<file path="src/rtl/pcie_link_monitor.sv">
// PCIe link monitor: LTSSM-driven link FSM, saturating link statistics, width/speed decode and LEDs.
// Optional 8-entry LTSSM history buffer enabled by defining LINKMON_HISTORY_EN.
module pcie_link_monitor #(
  parameter int unsigned CNT_W     = 16,
  parameter int unsigned TIMER_W   = 24,
  parameter int unsigned BLINK_BIT = 24
) (
  input  logic               pld_clk_clk,
  input  logic               any_rstn,
  input  logic [4:0]         ltssm,
  input  logic [52:0]        cfg_sts,
  input  logic               dlup_exit,
  input  logic               hotrst_exit,
  input  logic               stats_clr,
`ifdef LINKMON_HISTORY_EN
  input  logic [2:0]         hist_idx,
  output logic [7:0]         hist_data,
  output logic [3:0]         hist_cnt,
`endif
  output logic               link_up,
  output logic [3:0]         link_width,
  output logic               gen2,
  output logic [CNT_W-1:0]   linkup_cnt,
  output logic [CNT_W-1:0]   recov_cnt,
  output logic [CNT_W-1:0]   drop_cnt,
  output logic [TIMER_W-1:0] train_time,
  output logic               alive_led,
  output logic               L0_led,
  output logic               comp_led,
  output logic               gen2_led,
  output logic [3:0]         lane_led
);

  localparam int unsigned BLINK_W = BLINK_BIT + 1;

  typedef enum logic [1:0] {ST_DOWN, ST_TRAIN, ST_UP, ST_RECOV} state_t;

  state_t               state, state_nxt;
  logic [4:0]           ltssm_q;
  logic [1:0]           speed_q;
  logic [3:0]           lanes_q;
  logic                 dlup_q, hotrst_q;
  logic [TIMER_W-1:0]   timer;
  logic [BLINK_W-1:0]   blink_cnt;
  logic                 is_det, is_comp, is_l0, is_rec, exit_evt;
  logic                 up_entry, width_load, recov_evt, drop_evt, train_entry;
  logic [3:0]           width_dec, width_nxt;
  logic                 unused_cfg;

  assign unused_cfg = ^{cfg_sts[52:39], cfg_sts[34:33], cfg_sts[30:0]};

  function automatic logic [CNT_W-1:0] cnt_inc(input logic [CNT_W-1:0] v);
    return (&v) ? v : v + CNT_W'(1);
  endfunction

  function automatic logic [TIMER_W-1:0] tmr_inc(input logic [TIMER_W-1:0] v);
    return (&v) ? v : v + TIMER_W'(1);
  endfunction

  // Input register stage; exit pulses idle high.
  always_ff @(posedge pld_clk_clk or negedge any_rstn) begin
    if (!any_rstn) begin
      ltssm_q  <= '0;
      speed_q  <= '0;
      lanes_q  <= '0;
      dlup_q   <= 1'b1;
      hotrst_q <= 1'b1;
    end else begin
      ltssm_q  <= ltssm;
      speed_q  <= cfg_sts[32:31];
      lanes_q  <= cfg_sts[38:35];
      dlup_q   <= dlup_exit;
      hotrst_q <= hotrst_exit;
    end
  end

  always_comb begin
    is_det    = (ltssm_q == 5'h00) || (ltssm_q == 5'h01);
    is_comp   = (ltssm_q == 5'h03);
    is_l0     = (ltssm_q == 5'h0F);
    is_rec    = (ltssm_q == 5'h0C) || (ltssm_q == 5'h0D) || (ltssm_q == 5'h0E);
    exit_evt  = !dlup_q || !hotrst_q;
    width_dec = lanes_q[0] ? 4'b0001 :
                lanes_q[1] ? 4'b0010 :
                lanes_q[2] ? 4'b0100 :
                lanes_q[3] ? 4'b1000 : 4'b0000;
  end

  always_ff @(posedge pld_clk_clk or negedge any_rstn) begin
    if (!any_rstn) state <= ST_DOWN;
    else           state <= state_nxt;
  end

  // Exit pulses only matter once the link is up and override the LTSSM code.
  always_comb begin
    state_nxt = state;
    case (state)
      ST_DOWN:  if (is_l0) state_nxt = ST_UP;
                else if (!is_det) state_nxt = ST_TRAIN;
      ST_TRAIN: if (is_l0) state_nxt = ST_UP;
                else if (is_det) state_nxt = ST_DOWN;
      ST_UP:    if (exit_evt || is_det) state_nxt = ST_DOWN;
                else if (is_rec) state_nxt = ST_RECOV;
      ST_RECOV: if (exit_evt || is_det) state_nxt = ST_DOWN;
                else if (is_l0) state_nxt = ST_UP;
                else if (!is_rec) state_nxt = ST_TRAIN;
      default:  state_nxt = ST_DOWN;
    endcase
  end

  always_comb begin
    up_entry    = (state_nxt == ST_UP) && ((state == ST_DOWN) || (state == ST_TRAIN));
    width_load  = (state_nxt == ST_UP) && (state != ST_UP);
    recov_evt   = (state == ST_UP) && (state_nxt == ST_RECOV);
    drop_evt    = (((state == ST_UP) || (state == ST_RECOV)) && (state_nxt == ST_DOWN)) || exit_evt;
    train_entry = (state != ST_TRAIN) && (state_nxt == ST_TRAIN);
    width_nxt   = width_load ? width_dec : link_width;
  end

  // Statistics: clear wins over any coincident increment or latch.
  always_ff @(posedge pld_clk_clk or negedge any_rstn) begin
    if (!any_rstn) begin
      linkup_cnt <= '0;
      recov_cnt  <= '0;
      drop_cnt   <= '0;
      timer      <= '0;
      train_time <= '0;
    end else if (stats_clr) begin
      linkup_cnt <= '0;
      recov_cnt  <= '0;
      drop_cnt   <= '0;
      timer      <= '0;
      train_time <= '0;
    end else begin
      if (up_entry)  linkup_cnt <= cnt_inc(linkup_cnt);
      if (recov_evt) recov_cnt  <= cnt_inc(recov_cnt);
      if (drop_evt)  drop_cnt   <= cnt_inc(drop_cnt);
      if (train_entry)            timer <= '0;
      else if (state == ST_TRAIN) timer <= tmr_inc(timer);
      if (up_entry) train_time <= (state == ST_TRAIN) ? tmr_inc(timer) : '0;
    end
  end

  // Status and active-low LED drives, aligned with the FSM state register.
  always_ff @(posedge pld_clk_clk or negedge any_rstn) begin
    if (!any_rstn) begin
      blink_cnt  <= '0;
      link_up    <= 1'b0;
      link_width <= '0;
      gen2       <= 1'b0;
      alive_led  <= 1'b0;
      L0_led     <= 1'b1;
      comp_led   <= 1'b1;
      gen2_led   <= 1'b1;
      lane_led   <= 4'hF;
    end else begin
      blink_cnt  <= blink_cnt + BLINK_W'(1);
      link_up    <= (state_nxt == ST_UP);
      link_width <= width_nxt;
      gen2       <= (speed_q == 2'b10);
      alive_led  <= blink_cnt[BLINK_BIT];
      L0_led     <= (state_nxt != ST_UP);
      comp_led   <= !is_comp;
      gen2_led   <= (speed_q != 2'b10);
      if ((state_nxt == ST_RECOV) && blink_cnt[BLINK_BIT])
        lane_led <= 4'hF;
      else
        lane_led <= ~{width_nxt[3], |width_nxt[3:2], |width_nxt[3:1], |width_nxt};
    end
  end

`ifdef LINKMON_HISTORY_EN
  logic [4:0] ltssm_d;
  logic [2:0] hist_wptr;
  logic [7:0] hist_mem [8];

  // Circular history of registered LTSSM changes tagged with the FSM state.
  always_ff @(posedge pld_clk_clk or negedge any_rstn) begin
    if (!any_rstn) begin
      ltssm_d   <= '0;
      hist_wptr <= '0;
      hist_cnt  <= '0;
      for (int i = 0; i < 8; i++) hist_mem[i] <= '0;
    end else begin
      ltssm_d <= ltssm_q;
      if (stats_clr) begin
        hist_wptr <= '0;
        hist_cnt  <= '0;
      end else if (ltssm_q != ltssm_d) begin
        hist_mem[hist_wptr] <= {ltssm_q, 3'(state)};
        hist_wptr           <= hist_wptr + 3'd1;
        if (hist_cnt != 4'd8) hist_cnt <= hist_cnt + 4'd1;
      end
    end
  end

  assign hist_data = hist_mem[3'(hist_wptr - 3'd1 - hist_idx)];
`endif

endmodule

</file>
<file path="config.mk">
export PLATFORM = sky130hd
export DESIGN_NAME = pcie_link_monitor
export DESIGN_NICKNAME = d
export VERILOG_FILES = /design/src/rtl/pcie_link_monitor.sv
export SDC_FILE = /design/constraint.sdc
export NUM_CORES = 1
export LEC_CHECK = 0
export BUFFER_PORTS_ARGS = -buffer_cell sky130_fd_sc_hd__buf_2
export CAP_MARGIN = 20
export CORE_MARGIN = 2
export CORE_UTILIZATION = 50
export DETAILED_ROUTE_END_ITERATION = 16
export PLACE_DENSITY = 0.8
export SYNTH_ARGS = -nofsm -noshare
export SYNTH_HDL_FRONTEND = slang
export SYNTH_SLANG_ARGS = --single-unit
</file>
<file path="constraint.sdc">
create_clock -name pld_clk_clk -period 3.35 [get_ports pld_clk_clk]
set_clock_uncertainty 0.05 [all_clocks]
set_input_delay 0.335 -clock pld_clk_clk [delete_from_list [all_inputs] [get_ports pld_clk_clk]]
set_output_delay 0.335 -clock pld_clk_clk [all_outputs]
set_load 0.01 [all_outputs]
</file>
# Word level (Yosys, flattened, before mapping)
# Index checks and enable logic that the tools add are counted.
# W data, S select, Z words.
[word_totals] ff_bits=150 latchBits=0 ramBits=0 romBits=0 input_bits=63 out_inout_bits=86 elab_cells=112 memories=0
[op_classes] n_addsub=5 mul=0 div_mod_pow=0 order_cmp=0 eq_ne=20 shifts=0 n_mux=32 bitwise_logic=1 n_reduce_logical=34
[op_table] operator="$mux W24" count=7
[op_table] operator="$mux W16" count=9
[op_table] operator="$add A16 B1 Y16 const B" count=3
[op_table] operator="$reduce_and A16 Y1" count=3
[op_table] operator="$add A25 B1 Y25 const B" count=1
[op_table] operator="$add A24 B1 Y24 const B" count=1
[op_table] operator="$mux W4" count=6
[op_table] operator="$reduce_and A24 Y1" count=1
[op_table] operator="$eq A5 B4 Y1 const B" count=4
[op_table] operator="$mux W2" count=9
[op_table] operator="$ne A2 B2 Y1 const B" count=6
[op_table] operator="$eq A2 B2 Y1 const B" count=5
[op_table] operator="$logic_or A1 B1 Y1" count=8
[op_table] operator="$pmux W2 S4" count=1
[op_table] operator="$logic_and A1 B1 Y1" count=6
[op_table] operator="$reduce_and A2 Y1" count=3
[op_table] operator="$reduce_bool A2 Y1" count=3
[op_table] operator="$eq A5 B1 Y1 const B" count=1
[op_table] operator="$eq A5 B2 Y1 const B" count=1
[op_table] operator="$logic_not A5 Y1" count=1
[op_table] operator="$eq A2 B1 Y1 const B" count=2
[op_table] operator="$logic_not A2 Y1" count=2
[op_table] operator="$not A4 Y4" count=1
[op_table] operator="$reduce_or A4 Y1" count=1
[op_table] operator="5 further kinds" count=7

# Longest topological paths before layout
# Gate-level depths: netlist of the first run.
[depth] ltp_word=13 mapped_depth=8 mapped_depth_nobuf=6

# Worst setup path before layout of the first run
# OpenSTA, ideal clock, no wires.
[synth_path] kind="reg2reg" startpoint="reg dlup_q" endpoint="reg recov_cnt[11]" setup_ns=0.136 arrival_ns=1.824 t_required_ns=3.164 path_slack_ns=1.339 path_stages_with_launch=6 n_path_buf=0 period_less_slack_ns=2.011 path_cell_list="dfstp_2 nand2_1 or3_1 or4_4 o21ai_0 a21oi_1"
[synth_between] elab_chain_len=9 elab_cells_between_ends=10 cone_classes="1 x eq/ne; 3 x mux; 6 x reduce/logical"
[synth_lines] element="start: declaration" line_no="42" text="logic dlup_q, hotrst_q;"
[synth_lines] element="start signal: assignment" line_no="72" text="dlup_q <= dlup_exit;"
[synth_lines] element="$logic_not A1 Y1 *" line_no="82" text="exit_evt = !dlup_q || !hotrst_q;"
[synth_lines] element="$logic_or A1 B1 Y1 *" line_no="82"
[synth_lines] element="$logic_or A1 B1 Y1 *" line_no="102, 104"
[synth_lines] element="$mux W2, on equally long branches" line_no="104, 102"
[synth_lines] element="$pmux W2 S4 *" line_no="97" text="case (state)"
[synth_lines] element="$eq A2 B2 Y1 *" line_no="114" text="recov_evt = (state == ST_UP) && (state_nxt == ST_RECOV);"
[synth_lines] element="$logic_and A1 B1 Y1 *" line_no="114"
[synth_lines] element="$reduce_bool A2 Y1 (no line) *"
[synth_lines] element="$reduce_and A2 Y1 (no line) *"
[synth_lines] element="end signal: assignment" line_no="136" text="if (recov_evt) recov_cnt <= cnt_inc(recov_cnt);"
[synth_lines] element="end: declaration" line_no="24" text="output logic [CNT_W-1:0] recov_cnt,"
# Mark *: on every way between the ends. The rest lies on a longest branch, timed or not.
# A chain may end at the register's enable or synchronous reset.

# Final worst setup path of the first run
[layout_path] startpoint="reg timer[0]" endpoint="reg timer[21]"
[layout_between] elab_chain_len=5 elab_cells_between_ends=6 cone_classes="1 x add/sub; 4 x mux; 1 x reduce/logical"
[layout_lines] element="start: declaration" line_no="43" text="logic [TIMER_W-1:0] timer;"
[layout_lines] element="start signal: assignment" line_no="139" text="else if (state == ST_TRAIN) timer <= tmr_inc(timer);"
[layout_lines] element="$add A24 B1 Y24 or $reduce_and A24 Y1 (tied branches)" line_no="57" text="return (&v) ? v : v + TIMER_W'(1);"
[layout_lines] element="$mux W24 *"
[layout_lines] element="$mux W24 *" line_no="139"
[layout_lines] element="$mux W24 *" line_no="138" text="if (train_entry) timer <= '0;"
[layout_lines] element="$mux W24 *" line_no="128" text="end else if (stats_clr) begin"
# Mark *: on every way between the ends. The rest lies on a longest branch, timed or not. The select of a mux whose other input is x is not followed.

==> results by group, run 1 <==
Worst setup path
  – Critical Path RT: 3660 ps
  – Critical Path Fanout Max: 17
  – Crit path launch type: flop
  – CP Class: flop to flop
  – Crit end category: flop
  – Reg2reg start: timer[0]
  – CP peak stage delay: approximately 800 ps
  – Critical Path AT: 2730 ps
  – Crit path max-delay cell type: and4_1
  – Critical path, cell by cell: ha_1 -> and4_1 -> a211oi_4 -> a311o_1 -> nand3_1
  – Worst reg2reg setup slack: 930 ps
  – R2r endpoint: timer[21]
  – Reg2reg path depth: 5
  – Sum of buffers and inverters on the critical path: 0
  – CP top delay family: simple AND/OR/NAND/NOR gates

Floorplan
  – Starting Density: roughly half
  – Row count: 44
  – Core area: 14370 um2
  – Die area: 15570 um2
  – Die Span X: 124.8 um
  – Num ports: 149
  – Die Y: 124.8 um

Timing
  – Final setup fails: 0
  – Fin. Hold Viols: 0
  – Post-layout min period: 2425 ps
  – Setup TNS: 0 ps
  – Max-slew violations: 0
  – Slew @ Worst Pin: 918.4 ps
  – Unrepaired setup endpoints after global routing: no
  – Period utilization: 72.38%
  – Slew headroom: 38.21%
  – Worst setup margin: 925.2 ps
  – Max Clk Rate: 0.4124 GHz

Final layout
  – Area growth from synthesis to final layout: 20.17%
  – Post-Layout Cell Count: 1043
  – Nets@finish: 914
  – Final Core Density: 61.01%
  – Share of cells above drive strength 1: between 20% and 30%
  – Diode count: 0

Placed design
  – Dpl ws: 976.8 ps
  – Cells after DPL: around 1000
  – Post-DP HPWL: roughly 11000 um
  – IO buf count: ~100
  – Placer Congestion: 0.8002

Power and ir drop
  – VDD IR-drop max: about 0.00049 V
  – Final Power: ~4.2 mW
  – Power Dens Cells: 473.5 nW/um2
  – Pleak: 3.881 nW

Logic synthesis
  – Mapped Area: roughly 7300 um2
  – Fraction of registers with async set/reset: 100.0%
  – Yosys top cell by area: dfrtp_1
  – Top cells by area, synth: dfrtp_1 48%, xnor2_1 7.0%, nand2_1 4.7%
  – Yosys reg bits: 150
  – Synthesis Warnings: 0
  – Main flop type after synthesis: dfrtp_1
  – Sequential share of the synthesized area: 51.61%
  – Post-synth net total: 800
  – Cell variety after synth: 64
  – EDFF count, synth: 0
  – Cells after Synth: 732
  – Top-area cell type share of the netlist area: around 48%
  – Avg Inst Size Synth: 9.965 um2

Clock tree
  – Clock Sinks: 150
  – CTS buffer count: 17
  – TritonCTS clock tree: built
  – CTS Buffer Depth: 2
  – H-tree Lvls: 4
  – Clk slew on worst S/H paths: 60 ps
  – Worst-Skew Late Latency: roughly 430 ps
  – Root buffer cell: clkbuf_16

Global routing
  – Vias in the first global route: a little under 6000
  – First-pass GRT wire length: between 20000 and 30000 um
  – Largest net degree at the start of global routing: 95
  – Initial antenna violation count: 0
  – GR Overflow Total: 0
  – GRT Overall Usage: a little over a fifth

Detailed routing
  – ANT nets after route: 0
  – DR iter-0 viols: 551
  – Vias: 5839
  – Vias per cell: ~5.6
  – DR DRC count: 0
  – Avg WL per Cell: 15.36 um
  – WL final: 16020 um
  – First-pass DRT Iterations: 5

Worst hold path
  – WHS Endpoint: linkup_cnt[5]
  – Hold Crit Start: stats_clr
  – Depth of the worst hold-timing path: 2
  – Hold WC Path Type: input port to flop

Status
  – Outcome: completed

Flow run
  – Max Cap Viol: 0
==> report_power, final <==
group	switching, mW	internal [mW]
registers	0.0359	1.86
clock network	0.775	1.25
logic	0.143	0.0831
==> cell usage in the layout (no fill, tap or decap), drive strengths merged, types with 7 or more instances in the layout <==
master / instances
buf: 115
inv: 17
dfstp: 9
nand4: 25
a22o: 7
and4: 11
xnor2: 58
dlygate4sd3: 14
o21ai: 54
or3: 14
dfrtp: 141
a21oi: 30
xor2: 12
nand3: 39
clkbuf: 18
nor4: 16
nor2: 64
nand2: 92
nor3: 13
and3: 14
==> routing by layer <==
metal	wire, um	GRT usage, %	vias to the layer above
li1	-	-	2830
met1	7424	28.63	2822
met2	7488	34.33	157
met3	784	4.940	30
met4	320	8.460	0
met5	0	0	-
==> layout make-up <==
| cell class | instances | area, um2 |
|---|---|---|
| Clock inverter | 14 | 200.2 |
| Multi-Input combinational cell | 533 | 3328 |
| Timing Repair Buffer | 129 | 757.0 |
| Sequential cell | 150 | 3765 |
| Fill cell | 1177 | 5603 |
| Clock buffer | 18 | 429.2 |
| Inverter | 15 | 56.30 |
| Tap cell | 184 | 230.2 |
==> state kept, by name, indices dropped and copies added, names as in the netlist <==
signal,count
drop_cnt,16
gen2_led,1
timer,24
linkup_cnt,16
comp_led,1
alive_led,1
dlup_q,1
hotrst_q,1
lanes_q,4
blink_cnt,25
gen2,1
train_time,24
speed_q,2
L0_led,1
link_width,4
lane_led,4
ltssm_q,5
state,2
recov_cnt,16
link_up,1
==> metrics by stage <==
| stage | hold WS (ps) | area [um2] |
|---|---|---|
| 6_report | 192.5 | 8766 |
| 3_5_place_dp | 350.3 | 7996 |
| 3_3_place_gp | 344.3 | 7996 |
| 4_1_cts | 176.5 | 8766 |
| 2_1_floorplan | -10.59 | 7295 |
| 5_1_grt | 239.9 | 8766 |
==> logic make-up after synthesis <==
logic type	Yosys count	share of synthesized area, %
buf+inv	49	2.967
fa+ha+maj	5	0.8576
simple gates	326	24.06
flops	150	51.61
mux	4	0.5832
xor+xnor	70	8.405
compound gates	128	11.51
==> cell usage after synthesis (13+ instances only) <==
cell type and count:
o21ai_0 50, xnor2_1 58, dfrtp_1 141, a21oi_1 30, or3_1 14, nor3_1 13, nand2_1 91, nand4_1 23
and3_1 14, nand3_1 37, clkbuf_1 22, inv_1 15, nor2_1 64
==> worst max-delay path by stage <==
stage	startpoint	to	slack (ps)	cells past startpoint
after floorplan	dlup_q	recov_cnt[11]	1340	5
after global placement	ltssm_q[4]	timer[11]	960	6
after detailed placement	ltssm_q[4]	timer[11]	980	6
after CTS	ltssm_q[4]	timer[11]	950	6
after global routing	ltssm_q[4]	timer[11]	700	6
final	timer[0]	timer[21]	930	5
==> repair_timing <==
| action | 4_1_cts | 5_1_grt |
|---|---|---|
| resized for setup | 0 | 0 |
| endpoints found under the hold margin | 95 | 0 |
| setup endpoints to repair | 0 | 0 |
| hold buffers | 14 | 0 |
| setup buffers | 0 | 0 |
No activity file was read; power rests on OpenSTA's default activity.
==> inputs of run 2 (changes only) <==
==> constraint.sdc (replaced) <==
create_clock -name pld_clk_clk -period 2.4 [get_ports pld_clk_clk]
set_clock_uncertainty 0.05 [all_clocks]
set_input_delay 0.24 -clock pld_clk_clk [delete_from_list [all_inputs] [get_ports pld_clk_clk]]
set_output_delay 0.24 -clock pld_clk_clk [all_outputs]
set_load 0.01 [all_outputs]
==> results by group, run 2 (synthesis results as in run 1) <==
Worst setup path
  – Critical Path AT: 2510 ps (-220 ps)
  – CP Class: flop to flop
  – Critical Path RT: 2710 ps (-950 ps)
  – Critical Path Fanout Max: 16 (-1)
  – Crit path launch type: flop
  – Crit end category: flop

Final layout
  – Commonest cells after routing, fill and taps aside: 141 x dfrtp_1, 100 x buf_2, 91 x nand2_1
  – Max reg flops: 25 (unchanged)
  – Top reg by flops: blink_cnt
  – Share of cells above drive strength 1: 22.62% (+1.2 points)
  – Most common cell after layout, fill and taps aside: dfrtp_1
  – Diode count: 0 (unchanged)
  – Area growth from synthesis to final layout: 22.59%
  – Regs by FF count: blink_cnt: 25 flops, timer: 24 flops, train_time: 24 flops
  – Nets@finish: 926 (+1.3%)

Detailed routing
  – Avg WL per Cell: 15.01 um (-2.2%)
  – First-pass DRT Iterations: 5 (unchanged)
  – DR DRC count: 0 (unchanged)
  – ANT nets after route: 0 (unchanged)
  – WL final: 15840 um (-1.1%)
  – Vias: 5852 (+0.22%)
  – Vias per cell: 5.547 (-0.92%)
  – DR iter-0 viols: 582 (+5.6%)

Placed design
  – IO buf count: 101 (unchanged)
  – Post-DP HPWL: 10750 um (+0.43%)
  – Placer Congestion: 0.8231 (+2.9%)

Timing
  – Max Clk Rate: 0.4551 GHz (+10%)
  – Slew headroom: 53.72% (+16 points)
  – Setup TNS: 0 ps (unchanged)
  – Final setup fails: 0 (unchanged)
  – Post-layout min period: 2197 ps (-227.6 ps)
  – Max-slew violations: 0 (unchanged)
  – Slew @ Worst Pin: 676.7 ps (-241.6 ps)
  – Unrepaired setup endpoints after global routing: no
  – Period utilization: 91.55% (+19 points)
  – Fin. Hold Viols: 0 (unchanged)

Clock tree
  – Post-CTS Setup Repair Bufs: 0 (unchanged)
  – Worst-Skew Late Latency: 420 ps (about the same)
  – CTS Buffer Depth: 2 (unchanged)
  – H-tree Lvls: 4 (unchanged)
  – Root buffer cell: clkbuf_16
  – Cts repair resizes: 0 (unchanged)
  – Post-CTS Hold Buffers: 14 (unchanged)
  – Clk slew on worst S/H paths: 60 ps (about the same)
  – Clock Sinks: 150 (unchanged)
  – TritonCTS clock tree: built
  – CTS buffer count: 17 (unchanged)

Power and ir drop
  – Pleak: 3.976 nW (+2.4%)
  – VDD IR-drop max: 0.0005085 V (+4.3%)
  – Final Power: 5.947 mW (+43%)
  – Power Dens Cells: 665.1 nW/um2 (+40%)

Floorplan
  – Num ports: 149 (unchanged)
  – Die Y: 124.8 um (unchanged)
  – Die Span X: 124.8 um (unchanged)
  – Starting Density: 50.77% (unchanged)
  – Die area: 15570 um2 (unchanged)
  – Row count: 44 (unchanged)
  – Core area: 14370 um2 (unchanged)

Worst hold path
  – Hold WC Path Type: input port to flop

Flow run
  – Max Cap Viol: 0 (unchanged)

Global routing
  – First-pass GRT wire length: 27150 um (-1.2%)
  – GR Overflow Total: 0 (unchanged)
  – Vias in the first global route: 5663 (-2.1%)
  – GRT Overall Usage: 21.15% (-0.36 points)
  – Largest net degree at the start of global routing: 57 (-40%)
  – Initial antenna violation count: 0 (unchanged)

Status
  – Outcome: completed
-- run 2: critical path: stages (launching register included) --
cell and delay (ps):
dfrtp_1 440, nand3b_1 220, a2111oi_0 670, o31a_1 220, buf_4 240, o21bai_1 150
a22o_1 130
-- run 2: worst paths after layout --
| check | cells after the start | start | slack [ps] | endpoint |
|---|---|---|---|---|
| worst max-delay path | 6 | ltssm_q[4] | 200 | timer[4] |
| worst min-delay path | 2 | stats_clr | 100 | linkup_cnt[3] |
| worst max register to register | 6 | ltssm_q[4] | 200 | timer[4] |
| worst min register to register | 1 | speed_q[1] | 350 | gen2_led |
| max in group asynchronous | 3 | any_rstn | 1350 | comp_led |
| min in group asynchronous | 2 | any_rstn | 270 | drop_cnt[0] |
-- run 2: area by class of cell --
class	instances	area, um2
fillers	1145	5426
flip-flops and latches	150	3765
multi-input cells	533	3328
repair buffers	141	897.1
clock buffers	17	425.4
clock inverters	15	240.2
well taps	184	230.2
inverters	15	56.30
-- run 2: report_power, final --
group          switching [mW]  internal (mW)
combinational           0.206          0.125
clock                    1.10           1.87
sequential             0.0463           2.60
total                    1.35           4.59
-- run 2: metal layers --
layer	part of all wire [%]	vias up	track usage, %
met5	0	-	0
met4	1.3	0	6.345
met3	4.7	16	4.897
met2	48	152	33.91
met1	46	2832	28.84
li1	-	2852	-
-- run 2: metrics by stage --
| stage | worst slack (ps) | instance area [um2] | hold slack [ps] | cells | util [%] |
|---|---|---|---|---|---|
| floorplan | 389.4 | 7295 | -105.6 | 732 | - |
| global placement | 273.5 | 8137 | 152.2 | 1009 | 56.63 |
| detailed placement | 230.6 | 8137 | 157.1 | 1009 | 56.63 |
| CTS | 232.3 | 8942 | 84.65 | 1055 | 62.23 |
| global route | 52.70 | 8942 | 152.7 | 1055 | 62.23 |
| finish | 202.8 | 8942 | 104.2 | 1055 | 62.23 |
